$ cat config.mk
export PLATFORM = sky130hd
export DESIGN_NAME = mm_burst_reader_flat
export DESIGN_NICKNAME = d
export VERILOG_FILES = /design/src/rtl/mm_burst_reader_pkg.sv /design/src/rtl/mm_burst_reader_if.sv /design/src/rtl/mm_burst_reader_sizer.sv /design/src/rtl/mm_burst_reader.sv /design/src/flat_wrapper.sv
export SDC_FILE = /design/constraint.sdc
export NUM_CORES = 1
export LEC_CHECK = 0
export BUFFER_PORTS_ARGS = -buffer_cell sky130_fd_sc_hd__buf_4
export CAP_MARGIN = 15
export CORE_UTILIZATION = 30
export CTS_BUF_LIST = sky130_fd_sc_hd__clkbuf_4
export DETAILED_ROUTE_END_ITERATION = 8
export PLACE_DENSITY = 0.57
export SKIP_CTS_REPAIR_TIMING = 1
export SLEW_MARGIN = 5
export SYNTH_ARGS = -nofsm -noshare
export SYNTH_HDL_FRONTEND = slang
export SYNTH_SLANG_ARGS = --single-unit
$ cat constraint.sdc
create_clock -name clk -period 3.5 [get_ports clk]
set_input_delay 0.7 -clock clk [delete_from_list [all_inputs] [get_ports clk]]
set_output_delay 0.7 -clock clk [all_outputs]
set_load 0.05 [all_outputs]
$ cat src/rtl/mm_burst_reader_pkg.sv
// Shared types and constants for the Avalon-MM burst read master.
// Holds the FSM state enum, the word size in bytes and the default maximum burst length.
package mm_reader_pkg;

  typedef enum logic [1:0] {
    IDLE,
    ISSUE,
    WAIT_DATA,
    DONE
  } state_e;

  localparam int WORD_BYTES        = 4;
  localparam int DEFAULT_MAX_BURST = 16;

endpackage

$ cat src/rtl/mm_burst_reader_if.sv
// Avalon-MM read channel between the burst reader (master) and the memory bridge (slave).
// Byte addressing; burstcount counts words.
interface mm_burst_reader_if #(
  parameter int ADDR_W  = 32,
  parameter int DATA_W  = 32,
  parameter int BURST_W = 5
) ();

  logic               read;
  logic [ADDR_W-1:0]  address;
  logic [BURST_W-1:0] burstcount;
  logic               waitrequest;
  logic [DATA_W-1:0]  readdata;
  logic               readdatavalid;

  modport master (
    output read, address, burstcount,
    input  waitrequest, readdata, readdatavalid
  );

  modport slave (
    input  read, address, burstcount,
    output waitrequest, readdata, readdatavalid
  );

endinterface

$ cat src/rtl/mm_burst_reader_sizer.sv
// Picks the next burst length, min(MAX_BURST, remaining), and reports whether
// the downstream FIFO currently has room for the whole burst.
module mm_burst_sizer #(
  parameter int MAX_BURST = 16,
  parameter int SPACE_W   = 11,
  parameter int BURST_W   = $clog2(MAX_BURST) + 1
) (
  input  logic [15:0]        remaining_i,
  input  logic [SPACE_W-1:0] fifo_space_i,
  output logic [BURST_W-1:0] burst_o,
  output logic               space_ok_o
);

  localparam logic [15:0] MAX_WORDS = 16'(MAX_BURST);

  // NOTE: assigning a default before the conditional keeps always_comb free of inferred latches.
  always_comb begin
    burst_o = BURST_W'(MAX_BURST);
    if (remaining_i < MAX_WORDS) begin
      burst_o = remaining_i[BURST_W-1:0];
    end
  end

  assign space_ok_o = 32'(fifo_space_i) >= 32'(burst_o);

endmodule

$ cat src/rtl/mm_burst_reader.sv
// Avalon-MM burst read master: fetches a packet in FIFO-sized bursts and streams the beats downstream.
// Define MM_BURST_READER_STATS_EN to build the busy-cycle counter driven onto stat_cycles.
module mm_burst_reader
  import mm_reader_pkg::*;
#(
  parameter int ADDR_W    = 32,
  parameter int DATA_W    = 32,
  parameter int MAX_BURST = DEFAULT_MAX_BURST,
  parameter int SPACE_W   = 11
) (
  input  logic               clk,
  input  logic               reset,
  input  logic               start,
  input  logic [ADDR_W-1:0]  read_address,
  input  logic [31:0]        pkt_begin,
  input  logic [31:0]        pkt_end,
  output logic               busy,
  output logic               done,
  input  logic [SPACE_W-1:0] fifo_space,
  output logic               fifo_wr,
  output logic [DATA_W-1:0]  fifo_data,
  mm_burst_reader_if.master  avm,
  output logic [31:0]        stat_cycles
);

  localparam int BURST_W = $clog2(MAX_BURST) + 1;

  state_e             state_q;
  logic               busy_q;
  logic               done_q;
  logic               read_q;
  logic               fifo_wr_q;
  logic [DATA_W-1:0]  fifo_data_q;
  logic [ADDR_W-1:0]  address_q;
  logic [BURST_W-1:0] burstcount_q;
  logic [BURST_W-1:0] beats_left_q;
  logic [15:0]        remaining_q;

  logic [31:0]        span_d;
  logic [15:0]        length_d;
  logic               empty_d;
  logic [BURST_W-1:0] burst_d;
  logic               space_ok_d;
  logic               unused_bits;

  assign span_d      = pkt_end - pkt_begin;
  assign length_d    = span_d[17:2];
  assign empty_d     = (pkt_end <= pkt_begin) || (length_d == '0);
  assign unused_bits = ^{span_d[31:18], span_d[1:0], read_address[1:0]};

  mm_burst_sizer #(
    .MAX_BURST (MAX_BURST),
    .SPACE_W   (SPACE_W),
    .BURST_W   (BURST_W)
  ) u_sizer (
    .remaining_i  (remaining_q),
    .fifo_space_i (fifo_space),
    .burst_o      (burst_d),
    .space_ok_o   (space_ok_d)
  );

  // NOTE: non-blocking assignments so every register in this block samples pre-edge values.
  always_ff @(posedge clk) begin
    if (reset) begin
      state_q      <= IDLE;
      busy_q       <= 1'b0;
      done_q       <= 1'b0;
      read_q       <= 1'b0;
      fifo_wr_q    <= 1'b0;
      fifo_data_q  <= '0;
      address_q    <= '0;
      burstcount_q <= '0;
      beats_left_q <= '0;
      remaining_q  <= '0;
    end else begin
      fifo_wr_q <= 1'b0;
      done_q    <= 1'b0;
      unique case (state_q)
        IDLE: begin
          if (start) begin
            address_q   <= {read_address[ADDR_W-1:2], 2'b00};
            remaining_q <= length_d;
            busy_q      <= 1'b1;
            state_q     <= empty_d ? DONE : ISSUE;
          end
        end
        // Once raised, read is held until accepted, whatever fifo_space does.
        ISSUE: begin
          if (read_q) begin
            if (!avm.waitrequest) begin
              read_q       <= 1'b0;
              beats_left_q <= burstcount_q;
              state_q      <= WAIT_DATA;
            end
          end else if (space_ok_d) begin
            read_q       <= 1'b1;
            burstcount_q <= burst_d;
          end
        end
        WAIT_DATA: begin
          if (avm.readdatavalid) begin
            fifo_wr_q    <= 1'b1;
            fifo_data_q  <= avm.readdata;
            beats_left_q <= beats_left_q - BURST_W'(1);
            remaining_q  <= remaining_q - 16'd1;
            if (beats_left_q == BURST_W'(1)) begin
              if (remaining_q == 16'd1) begin
                state_q <= DONE;
              end else begin
                address_q <= address_q + ADDR_W'(burstcount_q) * ADDR_W'(WORD_BYTES);
                state_q   <= ISSUE;
              end
            end
          end
        end
        DONE: begin
          done_q  <= 1'b1;
          busy_q  <= 1'b0;
          state_q <= IDLE;
        end
        default: state_q <= IDLE;
      endcase
    end
  end

`ifdef MM_BURST_READER_STATS_EN
  logic [31:0] stat_q;

  always_ff @(posedge clk) begin
    if (reset) begin
      stat_q <= '0;
    end else if (state_q == IDLE && start) begin
      stat_q <= '0;
    end else if (busy_q) begin
      stat_q <= stat_q + 32'd1;
    end
  end

  assign stat_cycles = stat_q;
`else
  assign stat_cycles = '0;
`endif

  assign busy           = busy_q;
  assign done           = done_q;
  assign fifo_wr        = fifo_wr_q;
  assign fifo_data      = fifo_data_q;
  assign avm.read       = read_q;
  assign avm.address    = address_q;
  assign avm.burstcount = burstcount_q;

endmodule

$ cat src/flat_wrapper.sv
// flat-port wrapper written by rule: the top's interface ports become plain ports
module mm_burst_reader_flat import mm_reader_pkg::*;
#(
  parameter int ADDR_W    = 32,
  parameter int DATA_W    = 32,
  parameter int MAX_BURST = DEFAULT_MAX_BURST,
  parameter int SPACE_W   = 11
)
  (clk, reset, start, read_address, pkt_begin, pkt_end, busy, done, fifo_space, fifo_wr, fifo_data, stat_cycles, avm_read, avm_address, avm_burstcount, avm_waitrequest, avm_readdata, avm_readdatavalid);
  mm_burst_reader_if #(.ADDR_W(ADDR_W), .DATA_W(DATA_W), .BURST_W(5)) avm_i ();
  input  logic clk;
  input  logic reset;
  input  logic start;
  input  logic [ADDR_W-1:0] read_address;
  input  logic [31:0] pkt_begin;
  input  logic [31:0] pkt_end;
  output logic busy;
  output logic done;
  input  logic [SPACE_W-1:0] fifo_space;
  output logic fifo_wr;
  output logic [DATA_W-1:0] fifo_data;
  output logic [31:0] stat_cycles;
  output wire logic [$bits(avm_i.read)-1:0] avm_read;
  output wire logic [$bits(avm_i.address)-1:0] avm_address;
  output wire logic [$bits(avm_i.burstcount)-1:0] avm_burstcount;
  input wire logic [$bits(avm_i.waitrequest)-1:0] avm_waitrequest;
  input wire logic [$bits(avm_i.readdata)-1:0] avm_readdata;
  input wire logic [$bits(avm_i.readdatavalid)-1:0] avm_readdatavalid;
  assign avm_read = avm_i.read;
  assign avm_address = avm_i.address;
  assign avm_burstcount = avm_i.burstcount;
  assign avm_i.waitrequest = avm_waitrequest;
  assign avm_i.readdata = avm_readdata;
  assign avm_i.readdatavalid = avm_readdatavalid;
  mm_burst_reader #(.ADDR_W(ADDR_W), .DATA_W(DATA_W), .MAX_BURST(MAX_BURST), .SPACE_W(SPACE_W)) u_core (.clk(clk), .reset(reset), .start(start), .read_address(read_address), .pkt_begin(pkt_begin), .pkt_end(pkt_end), .busy(busy), .done(done), .fifo_space(fifo_space), .fifo_wr(fifo_wr), .fifo_data(fifo_data), .avm(avm_i), .stat_cycles(stat_cycles));
endmodule
# After elaboration in Yosys (flattened, before gate mapping)
# Cells that the tools add are included.
dict set report word_totals {
  regBits 96
  out_inout_bits 105
  elab_cells 72
  in_bits 144
}
dict set report op_classes {
  n_bitwise 2
  addsub 4
  eq_ne 11
  n_lt_le_gt_ge 3
  n_reduce_logical 14
  muxes 28
}
# op count
set op_table {}
lappend op_table {{2-to-1 mux 32 bit} 4}
lappend op_table {{case mux 32 bit (2 select lines)} 1}
lappend op_table {{adder 32 x 7 -> 32 bit} 1}
lappend op_table {{<= comparator 32 bit} 1}
lappend op_table {{2-to-1 mux 16 bit} 2}
lappend op_table {{case mux 16 bit (2 select lines)} 1}
lappend op_table {{2-to-1 mux 5 bit} 4}
lappend op_table {{subtractor 18 bit} 1}
lappend op_table {{equality test 16 x 1 -> 1 bit (second input constant)} 1}
lappend op_table {{logical NOT 16 bit} 1}
lappend op_table {{< comparator 16 x 5 -> 1 bit (second input constant)} 1}
lappend op_table {{subtractor 16 x 1 -> 16 bit (second input constant)} 1}
lappend op_table {{2-to-1 mux 2 bit} 7}
lappend op_table {{>= comparator 11 x 5 -> 1 bit} 1}
lappend op_table {{case mux 5 bit (2 select lines)} 1}
lappend op_table {{AND reduction 5 bit} 2}
lappend op_table {{inequality test 2 bit (second input constant)} 4}
lappend op_table {{case mux 2 bit (4 select lines)} 1}
lappend op_table {{2-to-1 mux 1 bit} 6}
lappend op_table {{AND reduction 3 bit} 2}
lappend op_table {{nonzero test 2 bit} 3}
lappend op_table {{equality test 5 x 1 -> 1 bit (second input constant)} 1}
lappend op_table {{subtractor 5 x 1 -> 5 bit (second input constant)} 1}
lappend op_table {{equality test 2 bit (second input constant)} 2}
lappend op_table {{other kinds (9)} 12}

# Longest topological paths before layout
dict set report depth {
  word_depth 6
  mapped_depth 14
  ltp_nobuf 13
}

# By module
# A second synthesis with hierarchy kept.
dict set report unflattened {
  hier_cells 886
  area_unflattened_um2 6588.8
}
# mod seq_area_each_um2 area_each_um2 instances cells_per_inst
set by_module_without_submodules {}
lappend by_module_without_submodules {mm_burst_reader 1881.8 6398.6 1 859}
lappend by_module_without_submodules {mm_burst_sizer 0.0 190.2 1 27}

# Worst setup path after synthesis
# Ideal clock, no wire load.
dict set report synth_path {
  path_type {reg-to-reg}
  from {register u_core.remaining_q[10]}
  to {register u_core.burstcount_q[4] (netlist: u_core.avm.burstcount[4])}
  period_less_slack_ps 3107
  path_buffers 1
  slack_ps 393
  setup_ps 128
  required_time_ps 3372
  path_stages_with_launch 15
  t_arrival_ps 2980
  path_cell_list {dfxtp_1 > or4_4 > nor4_4 > inv_1 > nor2_1 > ha_1 > nand2b_1 > a21o_1 > a21oi_1 > nor2b_1 > o21ai_0 > a311o_1 > clkbuf_1 > mux2i_1 > nor2_1}
}
dict set report synth_between {
  elab_chain_len 4
}
# item line_no
set synth_lines {}
lappend synth_lines {{start: declaration} mm_burst_reader.sv:37} ;# logic [15:0] remaining_q;
lappend synth_lines {{start signal: assignment} mm_burst_reader.sv:82} ;# remaining_q <= length_d;
lappend synth_lines {{start signal: assignment} mm_burst_reader.sv:105} ;# remaining_q <= remaining_q - 16'd1;
lappend synth_lines {{< comparator 16 x 5 -> 1 bit} mm_burst_reader_sizer.sv:19} ;# if (remaining_i < MAX_WORDS) begin
lappend synth_lines {{2-to-1 mux 5 bit} mm_burst_reader_sizer.sv:19}
lappend synth_lines {{via u_core.burst_d[0]} mm_burst_reader.sv:42} ;# logic [BURST_W-1:0] burst_d;
lappend synth_lines {{>= comparator 11 x 5 -> 1 bit} mm_burst_reader_sizer.sv:24} ;# assign space_ok_o = 32'(fifo_space_i) >= 32'(burst_o);
lappend synth_lines {{AND reduction 3 bit (no source line)} -}
lappend synth_lines {{end signal: assignment} mm_burst_reader.sv:97} ;# burstcount_q <= burst_d;
lappend synth_lines {{end: declaration} mm_burst_reader.sv:35} ;# logic [BURST_W-1:0] burstcount_q;
# The timed path passes the listed nets, and every way through them passes these cells.
# A chain may end at the register's enable or synchronous reset.

# Final worst setup path
dict set report layout_path {
  from {register u_core.remaining_q[10]}
  to {register u_core.burstcount_q[0] (netlist: u_core.avm.burstcount[0])}
}
dict set report layout_between {
  elab_chain_len 4
}
# item line_no
set layout_lines {}
lappend layout_lines {{< comparator 16 x 5 -> 1 bit *} mm_burst_reader_sizer.sv:19}
lappend layout_lines {{2-to-1 mux 5 bit *} mm_burst_reader_sizer.sv:19}
lappend layout_lines {{via u_core.burst_d[0]} mm_burst_reader.sv:42}
lappend layout_lines {{>= comparator 11 x 5 -> 1 bit} mm_burst_reader_sizer.sv:24}
lappend layout_lines {{AND reduction 3 bit (no source line)} -}
# Mark *: on every way through the listed nets, which the timed path passes. The rest lies on a longest branch.

==> results.sh <==
export IMPL_yosysMostFrequentCell="nand2_1"
export IMPL_hp_start="avm_readdata[23]"
export IMPL_fin_crit_sh=0.915
export IMPL_tightest_slew_ns=0.847
export IMPL_num_vias=6391
export IMPL_setup_violations=0
export IMPL_synth_edf_count=0
export IMPL_coreArea_sq_um=20500
export IMPL_setup_tns_ns=0
export IMPL_htree_levels=3
export IMPL_synthTopCellsByArea="dfxtp_1 (30%), ha_1 (9.1%), a21oi_1 (7.7%), nand2_1 (6.9%), buf_4 (4.1%)"
export IMPL_place_ws_ns=0.312
export IMPL_whs_path_depth=3
export IMPL_path_class="reg -> reg"
export IMPL_layout_area_seq_sq_um=1880
export IMPL_synth_largest_area_cell="dfxtp_1"
export IMPL_dieArea_sq_um=21700
export IMPL_synth_area_sq_um=6340
export IMPL_grt_pass1_wl_mm=29.9
export IMPL_cts_tree="built"
export IMPL_antenna_found_initial=1
export IMPL_setup_slack_ns=0.299
export IMPL_leakagePower_uw=0.00370
export IMPL_clk_path_buf_depth=2
export IMPL_rows=52
export IMPL_final_cells=1314
export IMPL_hold_viol_final=0
export IMPL_ant_nets=0
export IMPL_clock_sinks=94
export IMPL_synth_commonest_cells="nand2_1 (117), a21oi_1 (98), dfxtp_1 (94)"
export IMPL_io_pin_count=249
export IMPL_dp_hpwl_mm=14.2
export IMPL_max_stage_delay_ns=0.59
export IMPL_grt_usage=0.171
export IMPL_initialDrtViolationCount=341
export IMPL_clkTransAtPathRegs_ns=0.15
export IMPL_yosysUniqueCellTypes=69
export IMPL_worstPathCellList="or4_4, nor4_4, inv_1, nor2_1, ha_1, nand2b_1, a21o_1, a21oi_1, nor2b_1, o21ai_0, a311o_1, mux2i_1, nor2_1"
export IMPL_rr_worst_depth=13
export IMPL_gp_congestion=0.780
export IMPL_irDropWorstVdd_uv=279
export IMPL_required_ns=3.84
export IMPL_place_inst=1297
export IMPL_nets=1229
export IMPL_ys_warn_count=0
export IMPL_skew_ns=0.0211
export IMPL_powerDensity_nw_per_um2=687
export IMPL_path_max_fanout=9
export IMPL_viasPerCell=4.86
export IMPL_syn_avg_cell_area_sq_um=7.51
export IMPL_drv_slew=0
export IMPL_hold_class="in -> reg"
export IMPL_yosys_register_bits=94
export IMPL_post_dp_cell_area_sq_um=8110
export IMPL_cp_slowest_cell="or4_4"
export IMPL_wl_per_cell_um=14.1
export IMPL_die_height_um=147
export IMPL_min_period_ns=3.20
export IMPL_finish_instance_area_sq_um=8270
export IMPL_clk_latency_ns=0.46
export IMPL_area_growth_pct=30.5
export IMPL_drt_first_pass_iters=5
export IMPL_grt_overflow=0
export IMPL_chipWidth_um=147
export IMPL_rr_startpoint="u_core.remaining_q[10]"
export IMPL_totalWireLength_mm=18.5
export IMPL_rsz0062_at_grt="no"
export IMPL_min_to="u_core.fifo_data[23]"
export IMPL_fmax_mhz=312
export IMPL_arrival_ns=3.54
export IMPL_r2r_end="u_core.avm.burstcount[0]"
export IMPL_relSlewSlack=0.435
export IMPL_end_kind="flop"
export IMPL_crit_path_frequent_cell="nor2_1"
export IMPL_cp_top_family="simple AND/OR/NAND/NOR gates"
export IMPL_cap_violations=0
export IMPL_synth_flop_cell="dfxtp_1"
export IMPL_ys_seq_area_frac=0.297
export IMPL_io_buffers=212
export IMPL_grt_max_degree=45
export IMPL_async_flop_share=0
export IMPL_nFillCells=2189
export IMPL_rrSetupSlack_ns=0.30
export IMPL_critPathLaunchType="flop"
export IMPL_status="complete, no violations"
export IMPL_synth_top_area_share=0.297
export IMPL_syn_inst=844
export IMPL_path_buf_inv=1
export IMPL_clock_root_buffer="clkbuf_4"
export IMPL_multiInputGateArea_sq_um=3990
export IMPL_power_uw=5680
export IMPL_cts_made_buffers=9
export IMPL_start_util=0.309
export IMPL_drcViolationCount=0
export IMPL_drive_gt1_frac=0.256
export IMPL_grt_pass1_vias=5907
[cell type report]
type	count	area share
diodes	1	0.000303
clock buffers	10	0.00908
clock inverters	6	0.0103
inverters	50	0.0227
multi-input cells	656	0.482
flip-flops and latches	94	0.227
well taps	270	0.0408
repair buffers	227	0.208
[sequential cells by signal (all words and copies together), names as in the netlist]
register and count:
u_core.busy 1, u_core.state_q 2, u_core.fifo_data 32, u_core.beats_left_q 5
u_core.avm.address 30, u_core.avm.burstcount 5, u_core.done 1, u_core.fifo_wr 1
u_core.remaining_q 16, u_core.avm.read 1
[placed cells by master, fill, tap and decap left out, types with 8 or more instances in the layout]
cell type  synthesis  layout
a211oi_1          24      24
a21o_1            17      17
a21oi_1           98      98
a22oi_1            8       8
buf_4             35     226
clkbuf_4           0      10
conb_1             1      34
dfxtp_1           94      94
ha_1              46      46
inv_1             50      50
nand2_1          117     117
nand3_1           11      11
nor2_1            69      68
nor3_1            19      19
nor4_1             8       8
o21ai_0           47      47
or2_2              8       8
xnor2_1           10      10
[worst reg2reg max path: stages, from the launching register on]
cell	delay, ns
dfxtp_1	0.39
or4_4	0.59
nor4_4	0.30
inv_1	0.09
nor2_1	0.15
ha_1	0.25
nand2b_1	0.14
a21o_1	0.17
a21oi_1	0.14
nor2b_1	0.06
o21ai_0	0.14
a311o_1	0.40
mux2i_1	0.23
nor2_1	0.05
[metrics by stage]
step                       util  hold slack (ns)
final                     0.404            0.462
after global routing      0.404            0.424
after detailed placement  0.396            0.449
after CTS                 0.403            0.416
after global placement    0.396            0.443
after floorplan               -            0.447
[report_power, final]
group	internal, uW	switching (uW)
Sequential	1360	296
Combinational	1170	2170
Clock	297	386
[logic make-up after synthesis]
logic type | Yosys count | share of synthesized area
compound gates | 262 | 0.261
buf+inv | 127 | 0.0964
xor+xnor | 17 | 0.0235
simple gates | 290 | 0.218
fa+ha+maj | 47 | 0.0940
flops | 94 | 0.297
mux | 6 | 0.00948
other cells | 1 | 0.000592
[routing by layer]
metal,part of all wire,routed length (um),vias up,global-route usage
met3,0.053,985,12,0.0301
met5,0,0,-,0
li1,-,-,3320,-
met2,0.48,8930,173,0.288
met1,0.46,8430,2886,0.224
met4,0.0090,167,0,0.0428
[worst max path at each step]
stage	start	end	slack, ns	cells past startpoint
5_1_grt	u_core.remaining_q[10]	u_core.avm.burstcount[0]	0.04	13
2_1_floorplan	u_core.remaining_q[10]	u_core.avm.burstcount[4]	0.39	14
6_report	u_core.remaining_q[10]	u_core.avm.burstcount[0]	0.30	13
4_1_cts	u_core.remaining_q[10]	u_core.avm.burstcount[0]	0.29	13
3_3_place_gp	u_core.remaining_q[10]	u_core.avm.burstcount[4]	0.31	13
3_5_place_dp	u_core.remaining_q[10]	u_core.avm.burstcount[0]	0.31	13
Power figures use the tool's default switching activity.
